--- config.mk ---
export PLATFORM = sky130hd
export DESIGN_NAME = conv_seq_ctrl
export DESIGN_NICKNAME = d
export VERILOG_FILES = /design/src/rtl/conv_seq_ctrl.sv
export SDC_FILE = /design/constraint.sdc
export NUM_CORES = 1
export LEC_CHECK = 0
export ABC_CLOCK_PERIOD_IN_PS = 5450
export CAP_MARGIN = 15
export CORE_AREA = 2 2 87 89
export CTS_BUF_LIST = sky130_fd_sc_hd__clkbuf_8 sky130_fd_sc_hd__clkbuf_16
export CTS_CLUSTER_SIZE = 20
export DETAILED_ROUTE_END_ITERATION = 8
export DIE_AREA = 0 0 89 91
export PLACE_DENSITY = 0.74
export SLEW_MARGIN = 20
export SYNTH_ARGS = -nofsm -noshare
export SYNTH_HDL_FRONTEND = slang
export SYNTH_SLANG_ARGS = --single-unit
--- constraint.sdc ---
create_clock -name clk -period 5.45 [get_ports clk]
set_input_delay 1.09 -clock clk [delete_from_list [all_inputs] [get_ports clk]]
set_output_delay 1.09 -clock clk [all_outputs]
set_load 0.005 [all_outputs]
--- src/rtl/conv_seq_ctrl.sv ---
// Sequencing controller for the 1-D convolution Z[i] = sum_j X[j]*Y[i-j].
// Walks MEMX/MEMY, drives the MAC enables and writes each Z[i] to MEMOUT_Z.
module conv_seq_ctrl #(
   parameter int unsigned ADDR_WIDTH_IN  = 5,
   parameter int unsigned ADDR_WIDTH_OUT = 6,
   parameter int unsigned DATA_WIDTH     = 32
) (
   input  logic                      clk,
   input  logic                      rstn,
   input  logic                      start,
   input  logic [DATA_WIDTH-1:0]     config_word,
   output logic [ADDR_WIDTH_IN-1:0]  memX_addr,
   output logic [ADDR_WIDTH_IN-1:0]  memY_addr,
   output logic                      mac_clr,
   output logic                      mac_en,
   output logic [ADDR_WIDTH_OUT-1:0] memZ_addr,
   output logic                      writeZ,
   output logic                      busy_out,
   output logic                      done_out
);

   localparam int unsigned AW = ADDR_WIDTH_IN;
   localparam int unsigned W  = ADDR_WIDTH_OUT;

   localparam logic [2:0] StIdle  = 3'd0;
   localparam logic [2:0] StMac   = 3'd1;
   localparam logic [2:0] StWait  = 3'd2;
   localparam logic [2:0] StWrite = 3'd3;
   localparam logic [2:0] StDone  = 3'd4;

   localparam logic [W-1:0] One = W'(1);
   localparam logic [W-1:0] Two = W'(2);

   logic [2:0]   state_q, state_d;
   logic [W-1:0] size_x_q, size_x_d, size_y_q, size_y_d;
   logic [W-1:0] i_q, i_d, j_q, j_d;
   logic [W-1:0] cfg_x, cfg_y, j_hi, i_next, j_lo_next, last_i, y_idx;
   logic         first_q;
   logic         unused_bits;

   assign cfg_x = {{(W-AW){1'b0}}, config_word[AW-1:0]};
   assign cfg_y = {{(W-AW){1'b0}}, config_word[2*AW-1:AW]};
   assign unused_bits = ^{config_word[DATA_WIDTH-1:2*AW], y_idx[W-1:AW]};

   // All index arithmetic runs at the output width, so i+1 and sizeX+sizeY never wrap.
   always_comb begin
      j_hi      = (i_q < size_x_q - One) ? i_q : size_x_q - One;
      i_next    = i_q + One;
      j_lo_next = (i_next + One > size_y_q) ? (i_next + One - size_y_q) : '0;
      last_i    = size_x_q + size_y_q - Two;
   end

   always_comb begin
      state_d  = state_q;
      size_x_d = size_x_q;
      size_y_d = size_y_q;
      i_d      = i_q;
      j_d      = j_q;
      unique case (state_q)
         StIdle: begin
            if (start) begin
               size_x_d = cfg_x;
               size_y_d = cfg_y;
               i_d      = '0;
               j_d      = '0;
               state_d  = (cfg_x == '0 || cfg_y == '0) ? StDone : StMac;
            end
         end
         StMac: begin
            if (j_q == j_hi) state_d = StWait;
            else             j_d = j_q + One;
         end
         StWait: state_d = StWrite;
         StWrite: begin
            if (i_q == last_i) begin
               state_d = StDone;
            end else begin
               i_d     = i_next;
               j_d     = j_lo_next;
               state_d = StMac;
            end
         end
         StDone:  state_d = StIdle;
         default: state_d = StIdle;
      endcase
   end

   assign y_idx = i_d - j_d;

   // Outputs are registered from next-state values so they line up with state_q.
   always_ff @(posedge clk or negedge rstn) begin
      if (!rstn) begin
         state_q   <= StIdle;
         size_x_q  <= '0;
         size_y_q  <= '0;
         i_q       <= '0;
         j_q       <= '0;
         first_q   <= 1'b0;
         memX_addr <= '0;
         memY_addr <= '0;
         mac_clr   <= 1'b0;
         mac_en    <= 1'b0;
         memZ_addr <= '0;
         writeZ    <= 1'b0;
         busy_out  <= 1'b0;
         done_out  <= 1'b0;
      end else begin
         state_q  <= state_d;
         size_x_q <= size_x_d;
         size_y_q <= size_y_d;
         i_q      <= i_d;
         j_q      <= j_d;
         first_q  <= (state_d == StMac) && (state_q != StMac);
         // MAC enables trail the address cycle by the one-cycle memory latency.
         mac_en   <= (state_q == StMac);
         mac_clr  <= (state_q == StMac) && first_q;
         if (state_d == StMac) begin
            memX_addr <= j_d[AW-1:0];
            memY_addr <= y_idx[AW-1:0];
         end
         if (state_d == StWrite) memZ_addr <= i_d;
         writeZ   <= (state_d == StWrite);
         busy_out <= (state_d == StMac) || (state_d == StWait) || (state_d == StWrite);
         done_out <= (state_d == StDone);
      end
   end

endmodule
==> results of run 1 <==
## how the worst min path moves through the flow
stage	start	end	slack, ns
floorplan	first_q	mac_clr	0.43
global placement	first_q	mac_clr	0.43
detailed placement	first_q	mac_clr	0.44
CTS	first_q	mac_clr	0.46
global route	first_q	mac_clr	0.48
finish	first_q	mac_clr	0.46
## metal layers
layer	vias to the layer above	GRT usage [%]	wire length, um
li1	1253	-	-
met1	1229	25.9	3150
met2	53	31.5	3380
met3	13	3.27	272
met4	0	8.08	182
met5	-	0	0
## cell usage in the layout, fill, tap and decap left out, types with 2 or more instances in the layout
| cell | instances |
|---|---|
| a22o_1 | 2 |
| nand2_1 | 44 |
| mux2_2 | 4 |
| and2_1 | 3 |
| and3_1 | 2 |
| o211ai_1 | 3 |
| dfrtp_1 | 47 |
| clkdlybuf4s50_1 | 32 |
| or4_1 | 2 |
| ha_1 | 27 |
| xor2_1 | 16 |
| a21o_1 | 8 |
| buf_4 | 4 |
| o21ai_0 | 27 |
| mux2i_1 | 2 |
| nand3_1 | 7 |
| nand2b_1 | 3 |
| nand4b_1 | 2 |
| fa_1 | 3 |
| nand4_1 | 3 |
| clkbuf_8 | 6 |
| nor2b_1 | 5 |
| inv_1 | 32 |
| xnor2_1 | 16 |
| a21boi_0 | 2 |
| a21oi_1 | 19 |
| a211o_1 | 4 |
| or2_2 | 4 |
| nor2_1 | 18 |
| o22ai_1 | 3 |
| o31ai_1 | 4 |
| nor3_1 | 2 |
## kinds of logic (layout without fill, tap and decap cells)
family	after synthesis	after routing	share of synthesized area, %
compound gates	84	84	17.3
xor+xnor	32	32	8.95
fa+ha+maj	30	30	12.7
buf+inv	43	76	5.43
flops	47	47	37.6
mux	6	6	2.08
simple gates	103	103	15.9
## per-stage QoR
| stage | setup WS (ns) | power (W) | cell area [um^2] | instances | hold slack [ns] |
|---|---|---|---|---|---|
| finish | 0.787 | 0.000594 | 3650 | 477 | 0.456 |
| global route | 0.471 | 0.000617 | 3650 | 477 | 0.482 |
| CTS | 0.799 | 0.000601 | 3650 | 477 | 0.460 |
| detailed placement | 0.835 | 0.000373 | 3550 | 469 | 0.440 |
| global placement | 0.996 | 0.000372 | 3550 | 469 | 0.433 |
| floorplan | 1.40 | 0.000356 | 3130 | 345 | 0.428 |
## area by class of cell
cell class              instances  area [um^2]  share of cell area [%]
multi-input cells             255         1790                    48.9
flip-flops and latches         47         1180                    32.2
repair buffers                 36          350                    9.59
well taps                      99          124                    3.39
inverters                      32          120                    3.29
clock buffers                   6         82.6                    2.26
clock inverters                 2         16.3                   0.445
## critical path: cells and delay by family, from the launching register on
kind | cells | cell delay [ns]
compound gates | 7 | 1.34
xor+xnor | 3 | 0.64
fa+ha+maj | 3 | 0.79
buf+inv | 2 | 0.19
flops | 1 | 0.48
simple gates | 5 | 1.09
## flip-flops by register name (all words and copies together), names as in the netlist
name	flops
i_q	6
j_q	6
memZ_addr	6
memX_addr	5
memY_addr	5
size_x_q	5
size_y_q	5
state_q	3
busy_out	1
done_out	1
first_q	1
mac_clr	1
mac_en	1
writeZ	1
## power by group through the flow
stage / clock network (W) / logic, W / registers, W
floorplan: 0 / 0.000000654 / 0.000355
global placement: 0 / 0.0000168 / 0.000355
detailed placement: 0 / 0.0000172 / 0.000355
CTS: 0.000235 / 0.0000172 / 0.000348
global route: 0.000250 / 0.0000192 / 0.000348
finish: 0.000229 / 0.0000167 / 0.000348
==> impl_metrics.env, run 1 <==
export IMPL_status="finished clean"
export IMPL_ys_types=52
export IMPL_place_congestion=0.855
export IMPL_die_w_um=89
export IMPL_arrival_ns=4.86
export IMPL_finish_utilization_pct=51.2
export IMPL_final_max_slew_viol_count=0
export IMPL_rows=31
export IMPL_power_switching_w=0.000134
export IMPL_boundaryPins=56
export IMPL_synth_area_per_cell_um2=9.08
export IMPL_rsz0062_at_grt="false"
export IMPL_p_int_w=0.000460
export IMPL_worstRegToRegCells=20
export IMPL_setup_tns_ns=0
export IMPL_fillCellCount=695
export IMPL_grt_pass1_vias=2615
export IMPL_nets=442
export IMPL_cpPeakStageDelay_ns=0.52
export IMPL_drt_total_wl_mm=6.99
export IMPL_async_flop_share_pct=100
export IMPL_cts_hold_buffers=0
export IMPL_gr_total_overflow=0
export IMPL_synth_top_flop_cell="dfrtp_1"
export IMPL_relSlewSlack_pct=60.4
export IMPL_crit_chain="inv_1 -> ha_1 -> nor3b_1 -> xnor2_1 -> ha_1 -> nand2_1 -> a211o_1 -> o211ai_2 -> a211o_1 -> a31oi_4 -> nand2_2 -> and3_1 -> or4_4 -> inv_1 -> ha_1 -> a21o_1 -> a21oi_1 -> xnor2_1 -> xnor2_1 -> o21ai_0"
export IMPL_yosysTopAreaCellShare_pct=37.6
export IMPL_drt_first_pass_iters=4
export IMPL_clkSinkCount=47
export IMPL_routedWlPerCell_um=14.6
export IMPL_post_route_min_period_ns=4.66
export IMPL_hold_path_class="reg -> reg"
export IMPL_hpwlAfterDp_mm=5.37
export IMPL_startpoint="size_x_q[0]"
export IMPL_synth_area_um2=3130
export IMPL_cts_tree="done"
export IMPL_max_vdd_ir_drop_v=0.000102
export IMPL_crit_path_end="memY_addr[4]"
export IMPL_setup_violations=0
export IMPL_skew_ns=0.00619
export IMPL_initial_core_util_pct=43.9
export IMPL_ant_nets=0
export IMPL_dieHeight_um=91
export IMPL_clk_latency_ns=0.31
export IMPL_n_antenna_cell=0
export IMPL_cp_end_kind="flop"
export IMPL_maxCapViolCount=0
export IMPL_core_um2=7140
export IMPL_leakage_nw=1.59
export IMPL_synth_seq_cells=47
export IMPL_syn_num_nets=410
export IMPL_worst_pin_slew_ns=0.594
export IMPL_cts_repair_resized=0
export IMPL_cts_root_buf="clkbuf_8"
export IMPL_drc=0
export IMPL_ys_top_cells_by_count="47 x dfrtp_1, 44 x nand2_1, 32 x inv_1, 27 x ha_1, 27 x o21ai_0"
export IMPL_yosysMostFrequentCell="dfrtp_1"
export IMPL_p_clk_share_pct=38.5
export IMPL_fmax_mhz=214
export IMPL_path_max_fanout=6
export IMPL_clockBufferDepth=2
export IMPL_hold_violations=0
export IMPL_htree_levels=2
export IMPL_power_density_nw_per_um2=163
export IMPL_swShare_pct=22.6
export IMPL_grt_max_degree=48
export IMPL_start_kind="flop"
export IMPL_viasPerCell=5.34
export IMPL_combPwrFrac_pct=2.8
export IMPL_grt_pass1_wl_mm=12.4
export IMPL_yosysWarnings=0
export IMPL_min_period_over_period_pct=85.6
export IMPL_via_count=2548
export IMPL_seqPwrFrac_pct=58.7
export IMPL_crit_type="reg -> reg"
export IMPL_ff2ff_setup_slack_ns=0.79
export IMPL_die_area_um2=8100
export IMPL_worstPathRequired_ns=5.65
export IMPL_cp_slowest_cell="or4_4"
export IMPL_clk_pin_slew_ns=0.09
export IMPL_postSynthCellCount=345
export IMPL_synth_area_leader_cell="dfrtp_1"
export IMPL_ys_top_cells_by_area="dfrtp_1 38%, ha_1 11%, nand2_1 5.3%"
export IMPL_post_cts_buffers=0
export IMPL_drt_iter0_markers=209
export IMPL_antenna_found_initial=0
export IMPL_drive_gt1_share_pct=6.88
export IMPL_whs_path_depth=1
export IMPL_r2r_end="memY_addr[4]"
export IMPL_port_buffers=33
export IMPL_cts_buffers=5
export IMPL_crit_reg2reg_launch="size_x_q[0]"
export IMPL_grt_use_total_pct=19.6
export IMPL_area_delta_synth_final_pct=16.7
export IMPL_synth_edf_count=0
export IMPL_ys_seq_area_share_pct=37.6
Power figures use the tool's default switching activity.
==> run 2: changes to the inputs <==
- CELL_PAD_IN_SITES_DETAIL_PLACEMENT: not set -> 0
- CELL_PAD_IN_SITES_GLOBAL_PLACEMENT: not set -> 1
- CORE_AREA: 2 2 87 89 -> 2 2 92 94
- DIE_AREA: 0 0 89 91 -> 0 0 94 96
- PLACE_DENSITY: 0.74 -> 0.84
==> run 2 against run 1 <==
Sequential power about the same; hold slack worse by 0.0018 ns; critical endpoint unchanged; cell count up 1.0%.
==> impl_metrics.env, run 2 (synthesized netlist as in run 1, its figures left out) <==
export IMPL_rsz0062_at_grt="false"
export IMPL_largestRegisters="i_q x6, j_q x6, memZ_addr x6"
export IMPL_post_cts_buffers=0
export IMPL_ant_nets=0
export IMPL_htree_levels=2
export IMPL_grt_pass1_vias=2479
export IMPL_worstPathRequired_ns=5.60
export IMPL_fmax_mhz=221
export IMPL_setup_tns_ns=0
export IMPL_gr_total_overflow=0
export IMPL_crit_type="reg -> reg"
export IMPL_placed_cells=474
export IMPL_hold_path_class="reg -> reg"
export IMPL_fillCellCount=780
export IMPL_dieHeight_um=96
export IMPL_rows=33
export IMPL_initial_core_util_pct=38.9
export IMPL_power_density_nw_per_um2=176
export IMPL_area_delta_synth_final_pct=17.4
export IMPL_multi_input_area_um2=1790
export IMPL_clk_pin_slew_ns=0.09
export IMPL_arrival_ns=4.68
export IMPL_drt_total_wl_mm=6.91
export IMPL_relSlewSlack_pct=36.3
export IMPL_skew_ns=0.00479
export IMPL_hpwlAfterDp_mm=5.38
export IMPL_drt_first_pass_iters=4
export IMPL_place_congestion=0.932
export IMPL_clk_latency_ns=0.30
export IMPL_max_vdd_ir_drop_v=0.000104
export IMPL_final_cell_area_um2=3680
export IMPL_viasPerCell=5.13
export IMPL_hold_violations=0
export IMPL_path_max_fanout=11
export IMPL_drive_gt1_share_pct=6.63
export IMPL_port_buffers=33
export IMPL_drt_iter0_markers=126
export IMPL_grt_max_degree=48
export IMPL_start_kind="flop"
export IMPL_cts_hold_buffers=0
export IMPL_cts_tree="done"
export IMPL_maxCapViolCount=0
export IMPL_antenna_found_initial=0
export IMPL_via_count=2475
export IMPL_seq_area_um2=1180
export IMPL_cp_end_kind="flop"
export IMPL_final_common_cell="dfrtp_1"
export IMPL_cpPeakStageDelay_ns=0.61
export IMPL_path_buf_inv=3
export IMPL_routedWlPerCell_um=14.3
export IMPL_final_max_slew_viol_count=0
export IMPL_layout_common_cells="47 x dfrtp_1, 44 x nand2_1, 32 x inv_1, 32 x clkdlybuf4s50_1"
export IMPL_clkSinkCount=47
export IMPL_post_route_min_period_ns=4.53
export IMPL_drc=0
export IMPL_grt_use_total_pct=16.8
export IMPL_cts_buffers=5
export IMPL_cp_slowest_cell="dfrtp_1"
export IMPL_clockBufferDepth=2
export IMPL_n_antenna_cell=0
export IMPL_core_um2=8050
export IMPL_worst_pin_slew_ns=0.952
export IMPL_critical_path_top_delay_family="compound AO/OA/AOI/OAI gates"
export IMPL_cts_repair_resized=0
export IMPL_min_period_over_period_pct=83.0
export IMPL_crit_chain="inv_1 -> ha_1 -> xor2_1 -> inv_1 -> fa_1 -> nor2b_1 -> o21ai_0 -> a21boi_0 -> o22ai_1 -> a21o_1 -> nor3_1 -> or4_4 -> inv_1 -> ha_1 -> a21o_1 -> a21oi_1 -> xnor2_1 -> xnor2_1 -> o21ai_0"
export IMPL_die_area_um2=9020
export IMPL_cts_root_buf="clkbuf_8"
export IMPL_instances_no_fill=482
export IMPL_nets=441
export IMPL_boundaryPins=56
export IMPL_die_w_um=94
export IMPL_status="finished clean"
export IMPL_grt_pass1_wl_mm=11.8
export IMPL_leakage_nw=1.60
export IMPL_crit_top_cell="inv_1"
export IMPL_placed_cell_area_um2=3550
export IMPL_setup_violations=0
run 2: changes by cell type in the layout (fill, tap and decap cells not counted), sizes merged:
cell	previous run	this run
buf	4	3
bufinv	0	1
clkinv	1	0
clkinvlp	1	0
inv	32	33
run 2: per-stage QoR:
| stage | setup WS [ns] | power, W | util [%] | hold slack (ns) |
|---|---|---|---|---|
| after floorplan | 1.40 | 0.000356 | - | 0.428 |
| after detailed placement | 0.954 | 0.000373 | 44.1 | 0.434 |
| final | 0.924 | 0.000645 | 45.7 | 0.454 |
| after CTS | 0.906 | 0.000652 | 45.6 | 0.456 |
| after global placement | 1.00 | 0.000372 | 44.1 | 0.431 |
| after global routing | 0.499 | 0.000668 | 45.7 | 0.478 |
run 2: path summary, 6_finish.rpt:
path / startpoint / end / slack [ns] / depth (start not counted)
worst max-delay path: i_q[0] / memY_addr[4] / 0.92 / 19
worst min-delay path: first_q / mac_clr / 0.45 / 1
worst max register to register: i_q[0] / memY_addr[4] / 0.92 / 19
worst min register to register: first_q / mac_clr / 0.45 / 1
max in group asynchronous: rstn / j_q[2] / 4.24 / 1
min in group asynchronous: rstn / size_y_q[4] / 0.76 / 1
run 2: routing by layer:
metal / vias to the layer above / GRT usage [%] / part of all wire, %
li1: 1246 / - / -
met5: - / 0 / 0
met2: 37 / 28.5 / 48
met4: 0 / 6.28 / 2.2
met3: 16 / 2.66 / 3.0
met1: 1176 / 21.7 / 47
run 2: power by group:
group | switching, W | total, W | internal, W
clock network | 0.000129 | 0.000280 | 0.000151
logic | 0.00000894 | 0.0000167 | 0.00000779
registers | 0 | 0.000348 | 0.000348
run 2: area by class of cell:
cell class | count | area share, %
Multi-Input combinational cell | 255 | 48.6
Sequential cell | 47 | 32.0
Timing Repair Buffer | 35 | 9.32
Tap cell | 105 | 3.57
Inverter | 32 | 3.27
Clock buffer | 6 | 2.25
Clock inverter | 2 | 1.05
run 2: worst reg2reg max path, delay by kind of cell (launching register included):
family | cells | cell delay, ns
fa+ha+maj | 3 | 1.10
flops | 1 | 0.61
compound gates | 7 | 1.26
simple gates | 3 | 0.65
xor+xnor | 3 | 0.52
buf+inv | 3 | 0.26
==> run 3: changes to the inputs <==
- ABC_CLOCK_PERIOD_IN_PS: 5450 -> 4160
- CORE_AREA: 2 2 92 94 -> 2 2 97 99
- DIE_AREA: 0 0 94 96 -> 0 0 99 101
- PLACE_DENSITY: 0.84 -> 0.79
- clock period: 5.45 -> 4.16 ns (I/O delays scaled with it)
==> run 3 against run 2 <==
Register-to-register slack worse by 0.88 ns; combinational power up 31%; die area up 11%; cell count up 11%; sequential power up 31%; sequential share of layout area down 3.8 points; critical path type unchanged; largest cell class unchanged.
==> impl_metrics.env, run 3 (synthesized netlist as in run 1, its figures left out) <==
export IMPL_status="finished clean"
export IMPL_hold_path_class="reg -> reg"
export IMPL_setup_tns_ns=0
export IMPL_viasPerCell=4.98
export IMPL_final_common_cell="buf_4"
export IMPL_worst_pin_slew_ns=0.682
export IMPL_met1_usage_pct=21.0
export IMPL_layout_common_cells="52 x buf_4, 46 x dfrtp_1, 43 x nand2_1"
export IMPL_clk_latency_ns=0.31
export IMPL_via_count=2670
export IMPL_boundaryPins=56
export IMPL_worstRegToRegCells=20
export IMPL_r2r_end="memY_addr[4]"
export IMPL_cp_end_kind="flop"
export IMPL_drc=0
export IMPL_path_max_fanout=6
export IMPL_die_area_um2=10000
export IMPL_cts_root_buf="clkbuf_8"
export IMPL_hpwlAfterDp_mm=5.98
export IMPL_min_period_over_period_pct=98.8
export IMPL_p_clk_share_pct=41.7
export IMPL_rsz0062_at_grt="true"
export IMPL_fmax_mhz=243
export IMPL_worstPathRequired_ns=4.33
export IMPL_relSlewSlack_pct=54.1
export IMPL_largestRegisters="i_q x6, j_q x6, memZ_addr x6"
export IMPL_drt_total_wl_mm=7.88
export IMPL_post_route_min_period_ns=4.11
export IMPL_crit_reg2reg_launch="size_x_q[1]"
export IMPL_grt_busiest_layer="met2"
export IMPL_core_um2=8980
export IMPL_gr_total_overflow=0
export IMPL_swShare_pct=21.6
export IMPL_cp_slowest_cell="or4_4"
export IMPL_htree_levels=2
export IMPL_setup_ws_ns=0.0489
export IMPL_holdCritStartpoint="first_q"
export IMPL_cts_tree="done"
export IMPL_p_int_w=0.000643
export IMPL_grt_max_degree=48
export IMPL_place_congestion=0.856
export IMPL_hold_violations=0
export IMPL_dieHeight_um=101
export IMPL_max_vdd_ir_drop_v=0.000136
export IMPL_clockBufferDepth=2
export IMPL_drt_first_pass_iters=5
export IMPL_grt_pass1_vias=2710
export IMPL_total_power_w=0.000820
export IMPL_use_met2_pct=30.0
export IMPL_skew_ns=0.0145
export IMPL_crit_chain="inv_2 -> ha_4 -> nor3b_4 -> xnor2_2 -> ha_1 -> nand2_2 -> a211o_1 -> o211ai_4 -> nand4_1 -> a31oi_4 -> nand2_2 -> and3_4 -> or4_4 -> inv_2 -> ha_4 -> a21o_1 -> a21oi_2 -> xnor2_1 -> xnor2_1 -> o21ai_1"
export IMPL_area_delta_synth_final_pct=33.6
export IMPL_seqPwrFrac_pct=55.7
export IMPL_grt_pass1_wl_mm=13.3
export IMPL_ant_nets=0
export IMPL_place_worst_setup_slack_ns=-0.158
export IMPL_rows=35
export IMPL_fillCellCount=851
export IMPL_final_max_slew_viol_count=0
export IMPL_min_to="mac_clr"
export IMPL_nets=490
export IMPL_setup_violations=0
export IMPL_die_w_um=99
export IMPL_grt_use_total_pct=16.7
export IMPL_power_switching_w=0.000178
export IMPL_leakage_nw=1.88
export IMPL_clk_pin_slew_ns=0.09
export IMPL_n_antenna_cell=0
export IMPL_combPwrFrac_pct=2.7
export IMPL_hold_ws_ns=0.457
export IMPL_cts_buffers=5
export IMPL_drt_iter0_markers=109
export IMPL_maxCapViolCount=0
export IMPL_whs_path_depth=1
export IMPL_antenna_found_initial=0
export IMPL_gr_usage_met3_pct=2.08
export IMPL_start_kind="flop"
export IMPL_initial_core_util_pct=34.9
export IMPL_power_density_nw_per_um2=196
export IMPL_clkSinkCount=47
export IMPL_drive_gt1_share_pct=22.8
export IMPL_routedWlPerCell_um=14.7
export IMPL_crit_type="reg -> reg"
export IMPL_arrival_ns=4.29
export IMPL_port_buffers=33
export IMPL_cpPeakStageDelay_ns=0.53
export IMPL_ff2ff_setup_slack_ns=0.05
run 3: how the worst max path moves through the flow:
stage / slack, ns / end / cells after the start / from
CTS: 0.007 / memY_addr[4] / 20 / size_x_q[0]
finish: 0.05 / memY_addr[4] / 20 / size_x_q[1]
global route: -0.19 / memY_addr[4] / 20 / size_x_q[1]
floorplan: 0.11 / memY_addr[4] / 20 / size_x_q[0]
detailed placement: -0.16 / memY_addr[4] / 21 / size_x_q[0]
global placement: -0.1 / memY_addr[4] / 20 / size_x_q[0]
run 3: stage by stage:
| stage | util (%) | area, um^2 | std cells |
|---|---|---|---|
| 3_5_place_dp | 42.7 | 3830 | 516 |
| 3_3_place_gp | 42.7 | 3830 | 516 |
| 4_1_cts | 44.9 | 4030 | 529 |
| 5_1_grt | 46.6 | 4180 | 536 |
| 6_report | 46.6 | 4180 | 536 |
| 2_1_floorplan | - | 3130 | 345 |
run 3: layer usage:
metal | routed length (um) | up-vias
met5 | 0 | -
met4 | 116 | 0
met3 | 274 | 7
met2 | 4070 | 41
met1 | 3420 | 1282
li1 | - | 1340
run 3: cell type report:
type | instances | area [um^2] | area share, %
repair buffers | 84 | 711 | 17.0
clock buffers | 5 | 68.8 | 1.65
inverters | 32 | 120 | 2.87
flip-flops and latches | 47 | 1180 | 28.1
clock inverters | 2 | 37.5 | 0.897
well taps | 111 | 139 | 3.32
multi-input cells | 255 | 1930 | 46.1
run 3: critical path, delay by kind of cell, from the launching register on:
family,cells,cell delay [ns]
and+or+nand+nor,6,1.28
AOI/OAI and AO/OA,6,1.09
adders and majority gates,3,0.64
DFF,1,0.39
xor gates and xnor gates,3,0.37
buffers and inverters,2,0.18
run 3: power by group through the flow:
stage	combinational, W	sequential [W]	clock, W
detailed placement	0.0000228	0.000466	0
global route	0.0000253	0.000457	0.000364
global placement	0.0000229	0.000466	0
CTS	0.0000228	0.000456	0.000347
finish	0.0000219	0.000456	0.000342
floorplan	0.000000857	0.000466	0
run 3: repair_timing:
item | CTS | global route
hold endpoints to repair | 0 | 0
gates resized for setup | 10 | 20
pin swaps | 9 | 15
endpoints found under the setup margin | 1 | 4
hold buffers | 0 | 0
setup buffers | 6 | 7
